===== config.mk =====
export PLATFORM = sky130hd
export DESIGN_NAME = control_fsm_mc
export DESIGN_NICKNAME = d
export VERILOG_FILES = /design/src/rtl/control_fsm_mc.sv
export SDC_FILE = /design/constraint.sdc
export NUM_CORES = 1
export LEC_CHECK = 0
export CAP_MARGIN = 20
export CORE_AREA = 2 2 43 45
export DETAILED_ROUTE_END_ITERATION = 8
export DIE_AREA = 0 0 45 47
export GPL_TIMING_DRIVEN = 0
export HOLD_SLACK_MARGIN = 0.15
export PLACE_DENSITY = 0.84
export SLEW_MARGIN = 25
export SYNTH_ARGS = -nofsm -noshare
export SYNTH_HDL_FRONTEND = slang
export SYNTH_SLANG_ARGS = --single-unit

===== constraint.sdc =====
create_clock -name clk -period 4.61 [get_ports clk]
set_input_delay 0.6915 -clock clk [delete_from_list [all_inputs] [get_ports clk]]
set_output_delay 0.6915 -clock clk [all_outputs]
set_load 0.02 [all_outputs]

===== src/rtl/control_fsm_mc.sv =====
// Multicycle main control FSM for the kianV rv32i datapath.
// Sequences fetch/decode/execute/writeback, drives ALUOp for alu_decoder
// and every datapath mux select and write enable. Memory accesses (fetch
// and load/store) share one valid/ready handshake.

// Fallback ALU operation encodings, used only when riscv_defines.vh has not
// already been read ahead of this file.
`ifndef ALU_OP_WIDTH
`define ALU_OP_WIDTH 3
`endif
`ifndef ALU_OP_ADD
`define ALU_OP_ADD 3'b000
`endif
`ifndef ALU_OP_ARITH_LOGIC
`define ALU_OP_ARITH_LOGIC 3'b010
`endif
`ifndef ALU_OP_BRANCH
`define ALU_OP_BRANCH 3'b011
`endif
`ifndef ALU_OP_LUI
`define ALU_OP_LUI 3'b100
`endif
`ifndef ALU_OP_AUIPC
`define ALU_OP_AUIPC 3'b101
`endif

module control_fsm_mc #(
  parameter int STATE_WIDTH = 4,
  parameter int ALU_OP_W    = `ALU_OP_WIDTH
) (
  input  logic                   clk,
  input  logic                   resetn,
  input  logic [6:0]             op,
  input  logic                   mem_ready,
  output logic                   mem_valid,
  output logic                   AdrSrc,
  output logic                   MemWrite,
  output logic                   IRWrite,
  output logic                   PCUpdate,
  output logic                   Branch,
  output logic                   RegWrite,
  output logic [1:0]             ALUSrcA,
  output logic [1:0]             ALUSrcB,
  output logic [1:0]             ResultSrc,
  output logic [ALU_OP_W-1:0]    ALUOp,
  output logic [STATE_WIDTH-1:0] state
);

  typedef enum logic [STATE_WIDTH-1:0] {
    FETCH    = STATE_WIDTH'(0),
    DECODE   = STATE_WIDTH'(1),
    MEMADR   = STATE_WIDTH'(2),
    MEMREAD  = STATE_WIDTH'(3),
    MEMWB    = STATE_WIDTH'(4),
    MEMWRITE = STATE_WIDTH'(5),
    EXECUTER = STATE_WIDTH'(6),
    EXECUTEI = STATE_WIDTH'(7),
    ALUWB    = STATE_WIDTH'(8),
    BRANCH   = STATE_WIDTH'(9),
    JAL      = STATE_WIDTH'(10),
    JALR     = STATE_WIDTH'(11),
    JALR_PC  = STATE_WIDTH'(12),
    LUI      = STATE_WIDTH'(13),
    AUIPC    = STATE_WIDTH'(14)
  } state_t;

  // rv32i major opcodes
  localparam logic [6:0] OP_LOAD   = 7'b0000011;
  localparam logic [6:0] OP_STORE  = 7'b0100011;
  localparam logic [6:0] OP_R      = 7'b0110011;
  localparam logic [6:0] OP_I      = 7'b0010011;
  localparam logic [6:0] OP_BRANCH = 7'b1100011;
  localparam logic [6:0] OP_JAL    = 7'b1101111;
  localparam logic [6:0] OP_JALR   = 7'b1100111;
  localparam logic [6:0] OP_LUI    = 7'b0110111;
  localparam logic [6:0] OP_AUIPC  = 7'b0010111;

  // Mux select encodings
  localparam logic [1:0] SRCA_PC     = 2'd0;
  localparam logic [1:0] SRCA_OLDPC  = 2'd1;
  localparam logic [1:0] SRCA_RS1    = 2'd2;
  localparam logic [1:0] SRCB_RS2    = 2'd0;
  localparam logic [1:0] SRCB_IMM    = 2'd1;
  localparam logic [1:0] SRCB_FOUR   = 2'd2;
  localparam logic [1:0] RES_ALUOUT  = 2'd0;
  localparam logic [1:0] RES_MEMDATA = 2'd1;
  localparam logic [1:0] RES_ALURES  = 2'd2;

  localparam logic [ALU_OP_W-1:0] ALU_ADD   = ALU_OP_W'(`ALU_OP_ADD);
  localparam logic [ALU_OP_W-1:0] ALU_AL    = ALU_OP_W'(`ALU_OP_ARITH_LOGIC);
  localparam logic [ALU_OP_W-1:0] ALU_BR    = ALU_OP_W'(`ALU_OP_BRANCH);
  localparam logic [ALU_OP_W-1:0] ALU_LUI   = ALU_OP_W'(`ALU_OP_LUI);
  localparam logic [ALU_OP_W-1:0] ALU_AUIPC = ALU_OP_W'(`ALU_OP_AUIPC);

  state_t state_q;

  // State register and next-state sequencing (synchronous active-low reset)
  // NOTE: sequential state uses <= so every flop samples pre-edge values.
  always_ff @(posedge clk) begin
    if (!resetn) begin
      state_q <= FETCH;
    end else begin
      case (state_q)
        FETCH:    if (mem_ready) state_q <= DECODE;
        DECODE: begin
          case (op)
            OP_LOAD, OP_STORE: state_q <= MEMADR;
            OP_R:              state_q <= EXECUTER;
            OP_I:              state_q <= EXECUTEI;
            OP_BRANCH:         state_q <= BRANCH;
            OP_JAL:            state_q <= JAL;
            OP_JALR:           state_q <= JALR;
            OP_LUI:            state_q <= LUI;
            OP_AUIPC:          state_q <= AUIPC;
            default:           state_q <= FETCH;  // fence/system/illegal: NOP
          endcase
        end
        MEMADR:   state_q <= (op == OP_LOAD) ? MEMREAD : MEMWRITE;
        MEMREAD:  if (mem_ready) state_q <= MEMWB;
        MEMWB:    state_q <= FETCH;
        MEMWRITE: if (mem_ready) state_q <= FETCH;
        EXECUTER: state_q <= ALUWB;
        EXECUTEI: state_q <= ALUWB;
        ALUWB:    state_q <= FETCH;
        BRANCH:   state_q <= FETCH;
        JAL:      state_q <= ALUWB;
        JALR:     state_q <= JALR_PC;
        JALR_PC:  state_q <= ALUWB;
        LUI:      state_q <= ALUWB;
        AUIPC:    state_q <= ALUWB;
        default:  state_q <= FETCH;  // unused code recovers immediately
      endcase
    end
  end

  // Moore output decode; everything is held at zero while resetn is low,
  // which also drops any in-flight memory request.
  // NOTE: every output gets a default first so no latch is inferred.
  always_comb begin
    mem_valid = 1'b0;
    AdrSrc    = 1'b0;
    MemWrite  = 1'b0;
    IRWrite   = 1'b0;
    PCUpdate  = 1'b0;
    Branch    = 1'b0;
    RegWrite  = 1'b0;
    ALUSrcA   = SRCA_PC;
    ALUSrcB   = SRCB_RS2;
    ResultSrc = RES_ALUOUT;
    ALUOp     = ALU_ADD;
    if (resetn) begin
      case (state_q)
        FETCH: begin
          mem_valid = 1'b1;
          ALUSrcB   = SRCB_FOUR;
          ResultSrc = RES_ALURES;
          IRWrite   = mem_ready;
          PCUpdate  = mem_ready;
        end
        DECODE: begin
          ALUSrcA = SRCA_OLDPC;
          ALUSrcB = SRCB_IMM;
        end
        MEMADR: begin
          ALUSrcA = SRCA_RS1;
          ALUSrcB = SRCB_IMM;
        end
        MEMREAD: begin
          mem_valid = 1'b1;
          AdrSrc    = 1'b1;
        end
        MEMWB: begin
          ResultSrc = RES_MEMDATA;
          RegWrite  = 1'b1;
        end
        MEMWRITE: begin
          mem_valid = 1'b1;
          AdrSrc    = 1'b1;
          MemWrite  = 1'b1;
        end
        EXECUTER: begin
          ALUSrcA = SRCA_RS1;
          ALUSrcB = SRCB_RS2;
          ALUOp   = ALU_AL;
        end
        EXECUTEI: begin
          ALUSrcA = SRCA_RS1;
          ALUSrcB = SRCB_IMM;
          ALUOp   = ALU_AL;
        end
        ALUWB: begin
          ResultSrc = RES_ALUOUT;
          RegWrite  = 1'b1;
        end
        BRANCH: begin
          ALUSrcA = SRCA_RS1;
          ALUSrcB = SRCB_RS2;
          ALUOp   = ALU_BR;
          Branch  = 1'b1;
        end
        JAL, JALR_PC: begin
          ALUSrcA  = SRCA_OLDPC;
          ALUSrcB  = SRCB_FOUR;
          PCUpdate = 1'b1;
        end
        JALR: begin
          ALUSrcA = SRCA_RS1;
          ALUSrcB = SRCB_IMM;
        end
        LUI: begin
          ALUSrcB = SRCB_IMM;
          ALUOp   = ALU_LUI;
        end
        AUIPC: begin
          ALUSrcA = SRCA_OLDPC;
          ALUSrcB = SRCB_IMM;
          ALUOp   = ALU_AUIPC;
        end
        default: ;
      endcase
    end
  end

  // Debug/trace view of the state register, zero while in reset
  assign state = resetn ? state_q : '0;

endmodule

Yosys cells after proc, flatten, opt, wreduce, memory -nomap -nowiden

Index checks and enable logic that the tools add are counted.

Add/subtract/negate cells: 0
Multipliers: 0
Divide/modulo/power cells: 0
$lt $le $gt $ge: 0
Equal/unequal tests: 26
Shift-type cells: 0
Multiplexer cells: 29
Bitwise gates (word level): 0
Reductions and logical operators: 13

Operator list:

| cell                 | count |
|---|---|
| $pmux W4 S8          | 1 |
| $eq A4 B4 Y1 const B | 7 |
| $pmux W4 S7          | 1 |
| $eq A7 B6 Y1 const B | 3 |
| $eq A7 B7 Y1 const B | 3 |
| $eq A4 B3 Y1 const B | 4 |
| $mux W4              | 4 |
| $eq A7 B5 Y1 const B | 2 |
| $mux W1              | 13 |
| $pmux W2 S2          | 3 |
| $pmux W3 S4          | 1 |
| $reduce_or A6 Y1     | 2 |
| $reduce_or A2 Y1     | 5 |
| $eq A4 B2 Y1 const B | 2 |
| $eq A7 B2 Y1 const B | 1 |
| $mux W2              | 3 |
| $mux W3              | 2 |
| $ne A2 B2 Y1 const B | 3 |
| $reduce_or A3 Y1     | 2 |
| $reduce_or A5 Y1     | 1 |
| $eq A4 B1 Y1 const B | 1 |
| $logic_not A4 Y1     | 1 |
| $reduce_or A4 Y1     | 1 |
| $reduce_and A3 Y1    | 1 |
| $pmux W1 S2          | 1 |

Bits in registers: 4
Bits in latches: 0
Memory bits (writable): 0
Memory bits (read-only): 0
Input bits: 10
Output and inout bits: 20
Memories: 0

Depth between registers and ports, before layout

Depth in word-level cells: 4
Mapped depth: 6
Gate-level depth less buffers: 4

Least setup slack after synthesis

No wires, ideal clock.

Path kind: input-to-output
Start: input port resetn
End: output port Branch
Arrival: 1.572 ns
Data required time: 3.919 ns
Setup slack: 2.346 ns
Stages on the path: 3
Cells stage by stage: clkbuf_1 and2_1 nor2b_1

Cells in the longest elaborated chain, start to end: 1

RTL lines:

| item        | RTL line | RTL |
|---|---|---|
| from (decl) | 32       | `input logic resetn,` |
| $mux W1     | 151      | `if (resetn) begin` |
| to (decl)   | 40       | `output logic Branch,` |

Every way passes these cells.

Final worst setup path

Start: input port resetn
End: output port RegWrite

Cells in the longest elaborated chain, start to end: 1

RTL lines:

| item      | RTL line | RTL |
|---|---|---|
| $mux W1   | 151      |  |
| to (decl) | 41       | `output logic RegWrite,` |

Every way passes these cells.

==> results_dict.tcl <==
set metrics [dict create \
    status "completed" \
    timing.rr.start "state_q[3]" \
    power_leakage_uw 0.000378 \
    finish.instance_area_um2 1030 \
    vias_per_cell 5.63 \
    placed_area_um2 1010 \
    routedWlPerCell_um 13.0 \
    core_area_um2 1650 \
    largest_register_ffs 4 \
    fmax_mhz 316 \
    yosysWarnings 0 \
    vdd_drop_max_mv 0.0744 \
    numClockSinks 4 \
    grtUsageTotal_pct 19.3 \
    regMostFlops "state_q" \
    syn-num-nets 110 \
    wl_met3_um 84 \
    htree_levels 1 \
    clk_path_buf_depth 2 \
    syn2layout_area_growth_pct 47.7 \
    wl_um 1940 \
    cts.reportedPaths.clkPinSlew_ns 0.04 \
    finalSetupTns_ns 0 \
    cts_made_buffers 3 \
    min_from "state_q[1]" \
    die_area_um2 2120 \
    clk_latency_ns 0.23 \
    rows 15 \
    rsz0062_at_grt "false" \
    report.final.setup_viol 0 \
    skew_ns 0.000425 \
    synth_edf_count 0 \
    cts_hold_buf 0 \
    drt_first_pass_iters 4 \
    yosysSeqAreaShare_pct 11.4 \
    grt_max_degree 11 \
    drc 0 \
    syn-mean-instance-area_um2 7.01 \
    postCtsSetupRepairBufs 0 \
    detail-route-antenna-nets 0 \
    largestRegisters "state_q (4)" \
    drtIter0Drc 20 \
    num_antenna_cells 0 \
    worstPathMaxFanout 10 \
    synth-main-ff-cell "dfxtp_1" \
    grt_pass1_wl_um 3000 \
    die_h_um 47 \
    r2r-end "state_q[2]" \
    slew_violations 0 \
    min_period_ns 3.17 \
    post_cts_resized 0 \
    layout.nets 144 \
    hold_path.class "reg -> reg" \
    crit_arrival_ns 2.48 \
    fin_util_pct 62.7 \
    gp_congestion 0.807 \
    fin_total_pwr_uw 160 \
    power.density_nw_per_um2 155 \
    required_ns 3.92 \
    tightest_slew_ns 0.397 \
    first_global_vias 720 \
    drt-met1-wl_um 854 \
    top_layer "met4" \
    holdPathEnd "state_q[1]" \
    initial_utilization_pct 42.4 \
    r2r_cells 5 \
    ys_ff_latch 4 \
    via_count 839 \
    grt-ovfl-total 0 \
    critical_path_class "in -> out" \
    relSlewSlack_pct 73.6 \
    io_buffers 29 \
    syn_inst 100 \
    timing.final.hold_violations 0 \
    finalNonFillerCells 149 \
    rrSetupSlack_ns 3.06 \
    wl_met2_um 992 \
    synth.distinct_cells 44 \
    die_w_um 45 \
    final.period_utilization_pct 68.7 \
    maxCapViolCount 0 \
    ioPinCount 30 \
    postSynth.asyncResetShare_pct 0 \
    hpwl_um 1480 \
    whs_path_depth 4 \
    drive_gt1_share_pct 9.85 \
    place_inst 146 \
    antenna_found_initial 0 \
    cts_root_buf "clkbuf_4" \
    synthesis.area_um2 701 \
    start_kind "input port" \
    cts_tree "built" \
    crit_path_end_kind "output port" \
]
==> where the power goes <==
group          total [µW]  switching, µW  internal [µW]
Sequential           37.0          0.649           36.4
Clock                42.6           13.5           29.1
Combinational        80.8           42.8           38.0
Total                 160           57.0            103
==> worst max-delay path by stage <==
stage,startpoint,endpoint,depth (start not counted)
after CTS,resetn,RegWrite,5
final,resetn,RegWrite,5
after detailed placement,resetn,RegWrite,5
after global placement,resetn,Branch,5
after global routing,resetn,RegWrite,5
after floorplan,resetn,Branch,3
==> per-stage QoR <==
| step | setup WS, ns | hold WS, ns |
|---|---|---|
| 2_1_floorplan | 2.35 | 0.689 |
| 3_3_place_gp | 1.45 | 0.764 |
| 3_5_place_dp | 1.44 | 0.796 |
| 4_1_cts | 1.44 | 0.802 |
| 5_1_grt | 1.34 | 0.833 |
| 6_report | 1.44 | 0.783 |
==> worst max-delay path, cell delays in order <==
cell	delay (ns)
clkdlybuf4s50_1	0.51
clkbuf_1	0.33
nand2b_1	0.16
nor3_1	0.16
clkdlybuf4s50_1	0.63
==> cells in the final DEF, fill, tap and decap left out, drive strengths merged, types with 2 or more instances in the layout <==
cell / count
nand3: 2
nor3: 4
xor2: 2
or2: 2
o21ai: 8
nand3b: 3
o21a: 2
nand2b: 4
clkbuf: 8
a21oi: 6
and3: 2
and2: 7
buf: 4
clkdlybuf4s50: 29
nor2b: 5
nand2: 6
nor2: 6
inv: 3
nor3b: 2
a31oi: 2
dfxtp: 4
xnor2: 2
==> Yosys cell counts (2+ instances only) <==
master	number	area share, %
and2_1	7	6.2
nand2_1	6	3.2
nor2_1	6	3.2
a21oi_1	5	3.6
clkbuf_1	5	2.7
nor2b_1	5	4.5
o21ai_0	5	3.6
dfxtp_1	4	11
nand2b_1	4	3.6
nor3_1	4	2.9
buf_2	3	2.1
inv_1	3	1.6
nand3b_1	3	3.2
a31oi_1	2	1.8
and3_1	2	1.8
nand3_1	2	1.4
nor3b_1	2	2.1
o21a_1	2	2.1
o21ai_1	2	1.4
or2_2	2	1.8
xnor2_1	2	2.5
xor2_1	2	2.5
==> layout make-up <==
type	count	area, µm²
Multi-Input combinational cell	84	564
Tap cell	17	21.3
Timing Repair Buffer	29	290
Clock buffer	3	22.5
Sequential cell	4	80.1
Buffer	9	45.0
Fill cell	143	617
Inverter	3	11.3
==> layer usage <==
layer	track usage [%]	vias to the layer above
li1	-	428
met1	22.7	390
met2	35.7	19
met3	2.31	2
met4	7.06	0
met5	0	-
==> kinds of logic (layout without fill, tap and decap cells) <==
logic type	count (synthesis)	count (layout)	share of synthesized area (%)
AO/OA/AOI/OAI	27	27	28.6
multiplexers	1	1	1.43
AND/OR/NAND/NOR	52	52	45.5
flip-flops	4	4	11.4
buffers and inverters	12	44	8.04
XOR/XNOR	4	4	5.00
No activity file was read; power rests on OpenSTA's default activity.
